==> config.mk <==
export PLATFORM = sky130hd
export DESIGN_NAME = ifetch_unit
export DESIGN_NICKNAME = d
export VERILOG_FILES = /design/src/rtl/ifetch_pkg.sv /design/src/rtl/ifetch_fifo.sv /design/src/rtl/ifetch_unit.sv
export SDC_FILE = /design/constraint.sdc
export NUM_CORES = 1
export LEC_CHECK = 0
export CAP_MARGIN = 20
export CORE_MARGIN = 2
export CORE_UTILIZATION = 53
export CTS_BUF_LIST = sky130_fd_sc_hd__clkbuf_8 sky130_fd_sc_hd__clkbuf_16
export CTS_CLUSTER_SIZE = 28
export DETAILED_ROUTE_END_ITERATION = 10
export HOLD_SLACK_MARGIN = 0.06
export PLACE_DENSITY_LB_ADDON = 0.25
export SLEW_MARGIN = 25
export SYNTH_ARGS = -nofsm -noshare
export SYNTH_HDL_FRONTEND = slang
export SYNTH_SLANG_ARGS = --single-unit
==> constraint.sdc <==
create_clock -name clk -period 3.7 [get_ports clk]
set_input_delay 0.37 -clock clk [delete_from_list [all_inputs] [get_ports clk]]
set_output_delay 0.37 -clock clk [all_outputs]
set_load 0.005 [all_outputs]
==> src/rtl/ifetch_pkg.sv <==
// Shared widths, constants and the buffered-instruction entry type for the
// instruction-fetch stage.
package ifetch_pkg;

  localparam int ADDR_W      = 10;
  localparam int INSTR_W     = 16;
  localparam int PC_STEP     = 2;
  localparam int FETCH_DEPTH = 2;
  localparam logic [ADDR_W-1:0] RESET_PC = '0;

  typedef struct packed {
    logic [INSTR_W-1:0] instr;
    logic [ADDR_W-1:0]  pc;
  } fetch_entry_t;

endpackage

==> src/rtl/ifetch_fifo.sv <==
// Small synchronous FIFO with flush; head is read straight from the entry
// registers so pushed data is visible the cycle after the push.
module ifetch_fifo
  import ifetch_pkg::*;
#(
  parameter int WIDTH = 8,
  parameter int DEPTH = 2
) (
  input  logic                       clk,
  input  logic                       reset,
  input  logic                       push,
  input  logic [WIDTH-1:0]           din,
  input  logic                       pop,
  input  logic                       flush,
  output logic [WIDTH-1:0]           dout,
  output logic [$clog2(DEPTH+1)-1:0] count,
  output logic                       empty
);

  localparam int CW = $clog2(DEPTH + 1);
  localparam int PW = (DEPTH > 1) ? $clog2(DEPTH) : 1;

  logic [WIDTH-1:0] mem [DEPTH];
  logic [PW-1:0]    rd_ptr;
  logic [PW-1:0]    wr_ptr;
  logic             full;
  logic             do_push;
  logic             do_pop;

  function automatic logic [PW-1:0] next_ptr(input logic [PW-1:0] p);
    return (p == PW'(DEPTH - 1)) ? '0 : p + 1'b1;
  endfunction

  assign empty   = (count == '0);
  assign full    = (count == CW'(DEPTH));
  assign dout    = mem[rd_ptr];
  assign do_pop  = pop && !empty && !flush;
  // A pop frees the slot in the same cycle, so a full FIFO can still accept.
  assign do_push = push && !flush && (!full || do_pop);

  always_ff @(posedge clk or posedge reset) begin
    if (reset) begin
      rd_ptr <= '0;
      wr_ptr <= '0;
      count  <= '0;
      for (int i = 0; i < DEPTH; i++) mem[i] <= '0;
    end else if (flush) begin
      rd_ptr <= '0;
      wr_ptr <= '0;
      count  <= '0;
    end else begin
      if (do_push) begin
        mem[wr_ptr] <= din;
        wr_ptr      <= next_ptr(wr_ptr);
      end
      if (do_pop) rd_ptr <= next_ptr(rd_ptr);
      count <= count + CW'(do_push) - CW'(do_pop);
    end
  end

endmodule

==> src/rtl/ifetch_unit.sv <==
// Fetch stage: owns fetch_pc, issues credit-limited in-order reads, tags
// responses with their PC and discards responses made stale by a redirect.
module ifetch_unit
  import ifetch_pkg::*;
#(
  parameter int                DEPTH    = FETCH_DEPTH,
  parameter logic [ADDR_W-1:0] RESET_PC = ifetch_pkg::RESET_PC
) (
  input  logic               clk,
  input  logic               reset,
  input  logic               redirect,
  input  logic [ADDR_W-1:0]  redirect_pc,
  output logic               imem_req,
  output logic [ADDR_W-1:0]  imem_addr,
  input  logic               imem_gnt,
  input  logic               imem_rvalid,
  input  logic [INSTR_W-1:0] imem_rdata,
  output logic               dec_valid,
  output logic [INSTR_W-1:0] dec_instr,
  output logic [ADDR_W-1:0]  dec_pc,
  input  logic               dec_ready,
  output logic [ADDR_W-1:0]  pc_out
);

  localparam int CW = $clog2(DEPTH + 1);

  logic [ADDR_W-1:0] fetch_pc;
  logic [CW-1:0]     live;
  logic [CW-1:0]     drop;
  logic [CW-1:0]     fifo_count;
  logic [CW-1:0]     tag_count;
  logic [CW+1:0]     occ;
  logic              has_credit;
  logic              accept;
  logic              rsp_keep;
  logic              rsp_drop;
  logic              fifo_empty;
  logic              tag_empty;
  logic [ADDR_W-1:0] tag_head;
  fetch_entry_t      fifo_din;
  fetch_entry_t      fifo_head;

  // Every buffered entry, outstanding live request and pending discard holds a slot.
  assign occ        = (CW+2)'(fifo_count) + (CW+2)'(live) + (CW+2)'(drop);
  assign has_credit = occ < (CW+2)'(DEPTH);
  assign imem_req   = !reset && has_credit && !redirect;
  assign imem_addr  = fetch_pc;
  assign pc_out     = fetch_pc;
  assign accept     = imem_req && imem_gnt;
  assign rsp_drop   = imem_rvalid && (drop != '0);
  assign rsp_keep   = imem_rvalid && (drop == '0);

  assign fifo_din   = '{instr: imem_rdata, pc: tag_head};
  assign dec_valid  = !fifo_empty;
  assign dec_instr  = fifo_head.instr;
  assign dec_pc     = fifo_head.pc;

  always_ff @(posedge clk or posedge reset) begin
    if (reset) begin
      fetch_pc <= RESET_PC;
      live     <= '0;
      drop     <= '0;
    end else if (redirect) begin
      fetch_pc <= redirect_pc & ~ADDR_W'(1);
      live     <= '0;
      // An rvalid in the redirect cycle retires one of the old outstanding requests.
      drop     <= drop + live + CW'(accept) - CW'(imem_rvalid);
    end else begin
      if (accept) fetch_pc <= fetch_pc + ADDR_W'(PC_STEP);
      live <= live + CW'(accept) - CW'(rsp_keep);
      drop <= drop - CW'(rsp_drop);
    end
  end

  ifetch_fifo #(.WIDTH($bits(fetch_entry_t)), .DEPTH(DEPTH)) u_instr_fifo (
    .clk   (clk),
    .reset (reset),
    .push  (rsp_keep && !redirect),
    .din   (fifo_din),
    .pop   (dec_valid && dec_ready && !redirect),
    .flush (redirect),
    .dout  (fifo_head),
    .count (fifo_count),
    .empty (fifo_empty)
  );

  // Tags of live requests only; tags of discarded requests go with the flush.
  ifetch_fifo #(.WIDTH(ADDR_W), .DEPTH(DEPTH)) u_tag_fifo (
    .clk   (clk),
    .reset (reset),
    .push  (accept && !redirect),
    .din   (fetch_pc),
    .pop   (rsp_keep && !redirect),
    .flush (redirect),
    .dout  (tag_head),
    .count (tag_count),
    .empty (tag_empty)
  );

  always @(posedge clk) begin
    if (!reset) begin
      assert (!(imem_rvalid && live == '0 && drop == '0));
      assert (tag_count == live);
      assert (!(rsp_keep && tag_empty));
    end
  end

endmodule

# Word-level counts from Yosys, hierarchy flattened
# Index checks and enable logic that the tools add are counted.
[word_totals]
ff_bits = 94
inputBits = 32
out_inout_bits = 48
word_cells = 112
[op_classes]
n_addsub = 17
order_cmp = 7
n_eq_ne = 2
mux = 30
n_bitwise = 5
reduce_logical = 38
[op_table]
columns = ["operator", "count"]
rows = [
  ["26-bit 2-to-1 mux", 4],
  ["10-bit 2-to-1 mux", 6],
  ["52-bit bitwise mux", 1],
  ["26-bit demux with 1-bit select", 1],
  ["20-bit bitwise mux", 1],
  ["1-bit logical AND", 19],
  ["1-bit 2-to-1 mux", 12],
  ["2-bit nonzero test", 6],
  ["10-bit by 2-bit adder with 10-bit output (second input constant)", 1],
  ["10-bit demux with 1-bit select", 1],
  ["2-bit by 1-bit subtractor with 2-bit output", 5],
  ["2-bit by 1-bit adder with 2-bit output", 4],
  ["2-bit >= comparator (second input constant)", 4],
  ["2-bit 2-to-1 mux", 4],
  ["1-bit inverter with 2-bit output", 4],
  ["1-bit zero test", 6],
  ["2-bit zero test", 3],
  ["1-bit adder (second input constant)", 4],
  ["3-bit by 2-bit adder with 4-bit output", 1],
  ["2-bit equality test (second input constant)", 2],
  ["2-bit by 1-bit < comparator with 1-bit output (second input constant)", 2],
  ["4-bit by 2-bit < comparator with 1-bit output (second input constant)", 1],
  ["2-bit AND reduction", 2],
  ["2-bit by 2-bit adder with 3-bit output", 1],
  ["other kinds (3)", 4],
]

# Logic depth before layout (Yosys ltp)
[depth]
word_depth = 12
depth_mapped = 13
mapped_depth_nobuf = 12

# Cells and area by module
# A second synthesis with hierarchy kept.
[unflattened]
cells_unflattened = 348
area_unflattened_um2 = 4732.0
[by_module_without_submodules]
columns = ["module", "n_inst", "cells_per_inst", "area_each_um2", "seq_area_each_um2"]
rows = [
  ["ifetch_fifo (u_instr_fifo)", 1, 163, 2588.7, 1401.3],
  ["ifetch_fifo (u_tag_fifo)", 1, 78, 1134.8, 600.6],
  ["ifetch_unit", 1, 107, 1008.5, 325.3],
]

# Worst setup path after synthesis
# OpenSTA, ideal clock, no wires.
[synth_path]
kind = "flip-flop to flip-flop"
from = "reg drop[1]"
to = "reg live[1]"
setup_ns = 0.132
arrival_ns = 3.036
required_ns = 3.568
path_slack_ns = 0.532
path_stages_with_launch = 14
path_buffers = 1
synth_period_minus_slack_ns = 3.168
cell_sequence = "dfrtp_1 inv_1 fa_1 inv_1 ha_1 or4b_1 buf_2 or2_2 ha_1 inv_1 ha_1 xnor2_1 xnor2_1 nor2_1"
[synth_between]
elab_chain_len = 8
word_cells_on_any_way = 10
classes_between = "3 x add/sub; 1 x order compare; 1 x mux; 5 x reduce/logical"
[synth_rtl]
columns = ["element", "line", "text"]
rows = [
  ["start, declared", "ifetch_unit.sv:29", "logic [CW-1:0] drop;"],
  ["start signal, assigned", "ifetch_unit.sv:67", "drop <= drop + live + CW'(accept) - CW'(imem_rvalid);"],
  ["start signal, assigned", "ifetch_unit.sv:71", "drop <= drop - CW'(rsp_drop);"],
  ["3-bit by 2-bit adder with 4-bit output", "ifetch_unit.sv:44", "assign occ = (CW+2)'(fifo_count) + (CW+2)'(live) + (CW+2)'(drop);"],
  ["4-bit by 2-bit < comparator with 1-bit output", "ifetch_unit.sv:45", "assign has_credit = occ < (CW+2)'(DEPTH);"],
  ["1-bit logical AND (2 in series)", "ifetch_unit.sv:46", "assign imem_req = !reset && has_credit && !redirect;"],
  ["1-bit logical AND", "ifetch_unit.sv:49", "assign accept = imem_req && imem_gnt;"],
  ["2-bit by 1-bit adder with 2-bit output", "ifetch_unit.sv:70", "live <= live + CW'(accept) - CW'(rsp_keep);"],
  ["2-bit by 1-bit subtractor with 2-bit output *", "ifetch_unit.sv:70", ""],
  ["2-bit 2-to-1 mux *", "ifetch_unit.sv:63", "end else if (redirect) begin"],
  ["end signal, assigned", "ifetch_unit.sv:70", ""],
  ["end, declared", "ifetch_unit.sv:28", "logic [CW-1:0] live;"],
]
# Every way passes the cells marked *; elsewhere a longest branch is shown, timed or not.
# A chain may end at the register's enable or synchronous reset.

# Final worst setup path
[layout_path]
from = "reg drop[1]"
to = "out imem_req"
[layout_between]
elab_chain_len = 4
[layout_rtl]
columns = ["element", "line", "text"]
rows = [
  ["3-bit by 2-bit adder with 4-bit output", "ifetch_unit.sv:44", ""],
  ["4-bit by 2-bit < comparator with 1-bit output", "ifetch_unit.sv:45", ""],
  ["1-bit logical AND (2 in series)", "ifetch_unit.sv:46", ""],
  ["end, declared", "ifetch_unit.sv:13", "output logic imem_req,"],
]
# No other way between the ends.

==> run_results.csv <==
group,metric,value,unit
run_status,status,"complete, no violations",
grt,grt_max_degree,68,
finish,fill_cells,655,
yosys,yosysSeqAreaShare,51.0,%
route,drt-total-wl,7990,µm
power_and_ir_drop,power_density,684,mW/mm²
power_and_ir_drop,irDropWorstVdd,0.000450,V
yosys,ys_types,36,
finish,layout_common_cells,"mux2_2, dfrtp_1, clkdlybuf4s50_1",
worst_setup_path,crit_chain,"inv_1 -> fa_1 -> inv_1 -> ha_1 -> or4b_1 -> nor2_1 -> clkdlybuf4s50_1",
place,dpl.hpwl,5530,µm
route,antenna_left,0,
grt,grt_pass1_wl,13600,µm
route,vias,2653,
job,max_cap_violations,0,
power_and_ir_drop,p_sw_share,28.4,%
sta,setup_slack,0.272,ns
grt,grt_overflow,0,
die,die_area,0.00898,mm²
sta,rsz0062_at_grt,"false",
worst_setup_path,crit_family,"simple AND/OR/NAND/NOR gates",
clocking,cts-resized-gates,0,
power_and_ir_drop,pwr-share-comb,37.8,%
sta,max_slew_margin,57.3,%
worst_setup_path,cp_max_fo,9,
yosys,yosysWarningCount,0,
yosys,synth_seq_cells,89,
finish,drive_gt1_share,32.8,%
finish,regArea,0.00223,mm²
die,die-width,94.7,µm
finish,finalNetCount,447,
place,dp_slack,0.268,ns
sta,period_share,92.7,%
route,met3_length,250,µm
sta,max_freq,292,MHz
clocking,h-tree-depth,3,
sta,fin_skew,0.00972,ns
worst_setup_path,critical_path_class,"flip-flop to output port",
die,die_y,94.7,µm
worst_setup_path,required,3.33,ns
clocking,clkLatencyLatePin,0.35,ns
clocking,post_cts_buffers,0,
yosys,syn_area,0.00436,mm²
sta,hold_viol,0,
power_and_ir_drop,clkPwrFrac,20.1,%
worst_setup_path,crit_path_start_kind,"flip-flop",
worst_setup_path,path_buf_inv,3,
route,wire_per_inst,15.7,µm
die,core-area,0.00809,mm²
worst_setup_path,max_stage_delay,0.66,ns
route,top_layer,"met4",
yosys,synth_edf_count,0,
route,drc,0,
die,io_pins,80,
route,met2_length,4050,µm
power_and_ir_drop,intPower,2620,µW
route,drt-initial-drc-count,112,
die,rows,33,
sta,tns,0,ns
yosys,avgSynthCellArea,13.0,µm²
power_and_ir_drop,switching_power,1040,µW
clocking,numCtsBuffers,9,
worst_setup_path,reg2reg_to,"live[1]",
route,drt-met1-wl,3550,µm
worst_setup_path,cp_num_cells,7,
sta,worstMarginPinSlew,0.638,ns
yosys,synth_flop_cell,"dfrtp_1",
grt,track_usage,19.6,%
clocking,cts_sinks,89,
worst_setup_path,crit_top_cell,"inv_1",
yosys,async_flop_share,100,%
grt,antenna_found_initial,0,
sta,slew_viol_final,0,
clocking,path_clk_slew,0.09,ns
clocking,clockRootBuffer,"clkbuf_8",
clocking,cts_tree,"built",
worst_setup_path,cp_slowest_cell,"or4b_1",
route,viasPerCell,5.20,
hold_path,hp-class,"primary input to async pin",
finish,antenna_cells,0,
power_and_ir_drop,leakagePower,0.00244,µW
worst_setup_path,crit_path_start,"drop[1]",
worst_setup_path,cp.arrival,3.06,ns
finish,multiInputGateArea,0.00192,mm²
worst_setup_path,worstRegToRegCells,12,
place,gp_congestion,0.731,
sta,min_period,3.43,ns
power_and_ir_drop,pwr-share-seq,42.1,%
grt,grt_pass1_vias,2881,
finish,layout_commonest_cell,"mux2_2",
clocking,hold_buffers,0,
finish,area_growth,22.6,%
place,port_buffers,75,
yosys,synth_cells,335,
worst_setup_path,end_kind,"output port",
worst_setup_path,endpoint,"imem_req",
clocking,cts_buffer_depth,2,
worst_setup_path,r2r_slack,0.29,ns
route,drt-pass1-iter-count,3,
worst_setup_path,r2r_start,"drop[1]",
die,start_util,53.9,%
sta,setup-violations-final,0,
## kinds of logic (layout without fill, tap and decap cells)
kind of cell    Yosys count  in the layout  share of synthesized area (%)
mux                     105            105                           27.0
flops                    89             89                           51.0
simple gates             52             52                           6.14
buf+inv                  41            109                           5.27
xor+xnor                 18             18                           3.61
compound gates           15             15                           2.47
fa+ha+maj                14             14                           4.36
other cells               1              3                         0.0859
## per-layer routing
| metal | vias up | global-route usage [%] |
|---|---|---|
| met5 | - | 0 |
| li1 | 1255 | - |
| met3 | 12 | 3.99 |
| met2 | 40 | 33.0 |
| met1 | 1346 | 24.9 |
| met4 | 0 | 7.85 |
## cell type report
| class | instances | share of cell area (%) |
|---|---|---|
| well taps | 105 | 2.45 |
| clock buffers | 10 | 2.57 |
| inverters | 14 | 1.08 |
| multi-input cells | 207 | 35.8 |
| repair buffers | 80 | 15.0 |
| clock inverters | 5 | 1.50 |
| flip-flops and latches | 89 | 41.6 |
## synth_stat cells (all sizes together), types with 2 or more instances
cell type  count  share of area (%)
mux2         103                 27
dfrtp         89                 51
buf           21                3.6
nand2         15                1.4
inv           14                1.2
xnor2         14                2.8
nor2          13                1.1
ha            12                3.4
o21ai          9                1.0
clkbuf         6               0.52
nand3          4               0.46
nor2b          4               0.57
xor2           4               0.80
nor3           3               0.34
or2            3               0.43
a21o           2               0.34
a21oi          2               0.32
fa             2               0.92
mux2i          2               0.46
nor4           2               0.29
or4b           2               0.54
## sequential cells by signal, indices dropped and copies added (netlist names)
| name | flops |
|---|---|
| u_instr_fifo.mem | 50 |
| u_tag_fifo.mem | 18 |
| u_tag_fifo.count | 2 |
| drop | 2 |
| u_instr_fifo.count | 2 |
| u_tag_fifo.rd_ptr | 1 |
| u_tag_fifo.wr_ptr | 1 |
| live | 2 |
| u_instr_fifo.rd_ptr | 1 |
| imem_addr | 9 |
| u_instr_fifo.wr_ptr | 1 |
## worst min path at each step
| stage | start | to | slack, ns | depth (start not counted) |
|---|---|---|---|---|
| final | reset | imem_addr[1] | 0.51 | 2 |
| after CTS | u_tag_fifo.mem[5] | u_tag_fifo.mem[5] | 0.51 | 1 |
| after floorplan | u_instr_fifo.mem[14] | u_instr_fifo.mem[14] | 0.47 | 1 |
| after global routing | u_instr_fifo.mem[37] | u_instr_fifo.mem[37] | 0.52 | 1 |
| after global placement | u_instr_fifo.mem[14] | u_instr_fifo.mem[14] | 0.48 | 1 |
| after detailed placement | u_tag_fifo.mem[5] | u_tag_fifo.mem[5] | 0.49 | 1 |
## stage by stage
stage / util [%] / hold WS, ns / power [µW] / area, µm² / std cells
floorplan: - / 0.474 / 2380 / 4370 / 337
global placement: 63.4 / 0.483 / 2890 / 5130 / 495
detailed placement: 63.4 / 0.490 / 2960 / 5130 / 495
CTS: 66.1 / 0.510 / 3700 / 5350 / 510
global route: 66.1 / 0.521 / 3910 / 5350 / 510
finish: 66.1 / 0.506 / 3660 / 5350 / 510
## power by group through the flow
| stage | sequential (µW) | combinational [µW] | clock (µW) |
|---|---|---|---|
| 2_1_floorplan | 1490 | 895 | 0 |
| 3_3_place_gp | 1530 | 1350 | 0 |
| 3_5_place_dp | 1560 | 1400 | 0 |
| 4_1_cts | 1540 | 1410 | 744 |
| 5_1_grt | 1590 | 1530 | 794 |
| 6_report | 1540 | 1380 | 734 |
(Power assumes the default switching activity.)
